### src/rtl/ipml_prefetch_fifo_v2_0.sv
// ipml_prefetch_fifo_v2_0: FWFT prefetch buffer in front of a fixed-latency synchronous-read RAM FIFO.
// Define IPML_PFF_RAM_OREG_EN when the SDPRAM output register is enabled (RAM latency 2 instead of 1).
module ipml_prefetch_fifo_v2_0 #(
  parameter int DATA_W = 32,
  parameter int DEPTH = 4,
`ifdef IPML_PFF_RAM_OREG_EN
  localparam int RAM_LAT = 2,
`else
  localparam int RAM_LAT = 1,
`endif
  localparam int LVL_W = $clog2(DEPTH + 1)
) (
  input  logic              rd_clk,
  input  logic              rd_rst,
  input  logic              ram_empty,
  output logic              ram_rd_en,
  input  logic [DATA_W-1:0] ram_rd_data,
  input  logic              flush,
  output logic [DATA_W-1:0] rd_data,
  output logic              rd_vld,
  input  logic              rd_en,
  output logic [LVL_W-1:0]  pf_level
);
  localparam int PTR_W = $clog2(DEPTH);
  localparam logic [PTR_W-1:0] LAST = PTR_W'(DEPTH - 1);
  if (DEPTH < RAM_LAT + 1 || DEPTH > 16 || DATA_W < 1 || DATA_W > 1152) begin : g_bad_cfg
    $error("ipml_prefetch_fifo_v2_0: illegal DATA_W/DEPTH for this RAM latency");
  end
  logic [DATA_W-1:0] mem [DEPTH];
  logic [PTR_W-1:0] wr_ptr, rd_ptr;
  logic [LVL_W-1:0] count;
  logic [RAM_LAT-1:0] tags;
  logic [LVL_W:0] credit;
  logic cap, pop;
  assign cap = tags[RAM_LAT-1] & ~flush;
  assign pop = rd_vld & rd_en & ~flush;
  // Buffered plus in-flight words; a read is only issued if its slot is guaranteed.
  always_comb begin
    credit = (LVL_W+1)'(count);
    for (int i = 0; i < RAM_LAT; i++) credit = credit + (LVL_W+1)'(tags[i]);
  end
  assign ram_rd_en = ~rd_rst & ~ram_empty & ~flush &
                     (credit - (LVL_W+1)'(pop) < (LVL_W+1)'(DEPTH));
  assign rd_vld = count != '0;
  assign rd_data = rd_vld ? mem[rd_ptr] : '0;
  assign pf_level = count;
  always_ff @(posedge rd_clk or posedge rd_rst) begin
    if (rd_rst) begin
      wr_ptr <= '0;
      rd_ptr <= '0;
      count <= '0;
      tags <= '0;
    end else if (flush) begin
      wr_ptr <= '0;
      rd_ptr <= '0;
      count <= '0;
      tags <= '0;
    end else begin
      tags <= RAM_LAT'({tags, ram_rd_en});
      if (cap) wr_ptr <= wr_ptr == LAST ? '0 : wr_ptr + 1'b1;
      if (pop) rd_ptr <= rd_ptr == LAST ? '0 : rd_ptr + 1'b1;
      count <= count + LVL_W'(cap) - LVL_W'(pop);
    end
  end
  always_ff @(posedge rd_clk) begin
    if (cap) mem[wr_ptr] <= ram_rd_data;
  end
endmodule

### config.mk
export PLATFORM = sky130hd
export DESIGN_NAME = ipml_prefetch_fifo_v2_0
export DESIGN_NICKNAME = d
export VERILOG_FILES = /design/src/rtl/ipml_prefetch_fifo_v2_0.sv
export SDC_FILE = /design/constraint.sdc
export NUM_CORES = 1
export LEC_CHECK = 0
export CAP_MARGIN = 40
export CORE_MARGIN = 3
export CORE_UTILIZATION = 54
export CTS_CLUSTER_DIAMETER = 60
export DETAILED_ROUTE_END_ITERATION = 12
export HOLD_SLACK_MARGIN = 0.02
export PLACE_DENSITY = 0.79
export RECOVER_POWER = 100
export SKIP_LAST_GASP = 1
export SLEW_MARGIN = 0
export SYNTH_ARGS = -nofsm -noshare
export SYNTH_HDL_FRONTEND = slang
export SYNTH_SLANG_ARGS = --single-unit
### constraint.sdc
create_clock -name rd_clk -period 3.35 [get_ports rd_clk]
set_input_delay 0.67 -clock rd_clk [delete_from_list [all_inputs] [get_ports rd_clk]]
set_output_delay 0.67 -clock rd_clk [all_outputs]
set_load 0.02 [all_outputs]
==> run_results.csv <==
group,metric,value,unit
global_route,gr-total-overflow,0,
timing,timing.setup.tns,0,ns
synth,synth_ff_type,"edfxtp_1",
timing,slew_headroom,0.115,
placement,placed_cell_area,0.00643,sq mm
route,ant_nets,0,
synth,synth_seq_cells,136,
floorplan,num_rows,35,
synth,synth_top_area_frac,0.712,
cts,clkLatencyLatePin,0.50,ns
final_layout,drive_gt1_frac,0.251,
cts,clock_sinks,136,
synth,syn_inst,263,
global_route,grt.total_usage,0.193,
synth,synth_common_cells,"edfxtp_1, and2_1, mux4_2",
placement,portBuffers,73,
global_route,grt_pass1_wl,16000,um
timing,hold_viol,0,
timing,fmax,306,MHz
floorplan,fp.dieH,106,um
run,drv_cap,0,
global_route,antenna_found_initial,1,
critical_path,arrival,2.60,ns
global_route,grt_pass1_vias,3020,
critical_path,worstSetupPathType,"flip-flop to output port",
route,firstDrtPassIters,4,
route,wirelength,9920,um
cts,root_buffer,"clkbuf_8",
critical_path,end_kind,"output port",
final_layout,synthToLayoutAreaGrowth,31.5,%
route,routedWlPerCell,19.8,um
timing,fin_crit_sh,0.976,
timing,finalSetupViolCount,0,
synth,synth_fp_nets,309,
route,num_vias,2732,
floorplan,start_util,0.571,
final_layout,nets,405,
synth,synth.most_common_cell,"edfxtp_1",
cts,numCtsBuffers,17,
timing,min_period,3.27,ns
floorplan,ioPinCount,74,
timing,finClkSkew,0.00669,ns
final_layout,fin_area,0.00710,sq mm
timing,slew_viol_final,0,
critical_path,cp_max_fo,2,
floorplan,die_x,106,um
timing,rsz0062_at_grt,"true",
synth,syn_area,0.00540,sq mm
cts,clock_path_buffers,2,
route,drcViolationCount,0,
power_and_ir_drop,max-vdd-ir-drop,393,uV
final_layout,finalNonFillerCells,501,
floorplan,core_area,0.00946,sq mm
hold_path,hold_path_class,"flip-flop to flip-flop",
synth,syn_avg_cell_area,20.5,sq um
placement,globalplace.congestion,0.731,
cts,cts_tree,"done",
critical_path,crit_required,2.68,ns
global_route,grt_max_degree,36,
synth,ys.warnings.count,0,
placement,dpl.hpwl,5930,um
cts,clk_pin_slew,0.06,ns
synth,synth_area_leaders,"edfxtp_1, mux4_2, and2_1",
synth,ys_types,28,
critical_path,crit_path_start_kind,"flip-flop",
synth,synth_edf_count,128,
cts,cts_hold_buf,0,
status,status,"finished, final reports clean",
placement,dp.cells,468,
synth,yosysTopAreaCell,"edfxtp_1",
cts,htreeDepth,4,
synth,yosysSeqAreaShare,0.749,
synth,synth-async-reset-ratio,0.0588,
final_layout,post-route-util,0.751,
route,drt-vias-per-instance,5.45,
route,drtIter0Drc,117,
timing,worst_slew_pin_slew,1.33,ns
power_and_ir_drop,leakagePower,2.38,nW
floorplan,die_area,0.0112,sq mm
power_and_ir_drop,power_density,760,mW/mm^2
-- per-stage QoR --
step	total power [mW]	hold WS [ns]	setup WS [ns]
3_3_place_gp	3.42	0.575	-0.638
3_5_place_dp	3.43	0.605	-0.679
5_1_grt	5.62	0.662	-0.0302
4_1_cts	5.46	0.521	-0.0901
2_1_floorplan	2.79	0.486	0.0679
6_report	5.40	0.620	0.0817
-- cells by family after synthesis --
logic type	Yosys count	synth area share
AO/OA/AOI/OAI	6	0.0118
XOR/XNOR	3	0.00487
adder cells (fa/ha/maj)	9	0.0222
buffers and inverters	21	0.0158
flip-flops	136	0.749
multiplexers	34	0.137
AND/OR/NAND/NOR	54	0.0595
-- flip-flops by register name, summed over array words and instances (netlist names) --
register  flops
mem         128
pf_level      3
rd_ptr        2
wr_ptr        2
tags          1
-- cell usage in the layout, fill, tap and decap left out, types with 3 or more instances in the layout --
master / instances
and2_0: 3
inv_1: 7
clkdlybuf4s50_1: 37
inv_6: 4
buf_4: 13
clkbuf_16: 16
dfrtp_1: 6
edfxtp_1: 128
nor2_1: 8
buf_12: 5
dlygate4sd3_1: 33
nor3_1: 3
mux4_2: 32
and2_1: 32
bufinv_16: 5
ha_1: 7
-- worst paths after layout --
path,startpoint,endpoint,slack [ns],cells past startpoint
min in group asynchronous,rd_rst,pf_level[1],0.66,2
setup reg to reg,tags,mem[2][10],1.00,5
hold reg to reg,wr_ptr[0],wr_ptr[0],0.62,2
hold / removal,wr_ptr[0],wr_ptr[0],0.62,2
max in group asynchronous,rd_rst,rd_ptr[1],2.43,2
setup / recovery,pf_level[2],ram_rd_en,0.08,8
-- critical path, cell delays in order, from the launching register on --
cell and delay [ns]:
dfrtp_1 0.34, or3_4 0.14, nand2_2 0.05, or3_4 0.35, ha_4 0.28, a31oi_4 0.07, or3b_4 0.40, a2111oi_4 0.28
buf_4 0.19
-- where the power goes --
| group | internal [mW] | switching (mW) |
|---|---|---|
| registers | 1.91 | 0.0266 |
| clock network | 1.29 | 0.694 |
| logic | 0.758 | 0.722 |
| total | 3.95 | 1.44 |
-- cell type report --
type | instances | area, sq um
antenna | 1 | 2.50
clock inverter | 14 | 219
timing repair buffer | 90 | 916
fill | 541 | 2350
tap | 129 | 161
inverter | 8 | 30.0
clock buffer | 17 | 414
sequential | 136 | 4050
multi-input combinational | 106 | 1310
-- per-layer routing --
metal | wire (um) | track usage | vias up
met3 | 490 | 0.0583 | 2
met2 | 5320 | 0.339 | 79
met5 | 0 | 0 | -
met4 | 40 | 0.0583 | 0
li1 | - | - | 1238
met1 | 4070 | 0.232 | 1413
-- what timing repair did --
action                     in CTS  in global routing
resized for setup              14                  1
setup endpoints to repair       1                  3
setup buffers                   0                  1
pin swaps                       7                  5
Power figures use the tool's default switching activity.
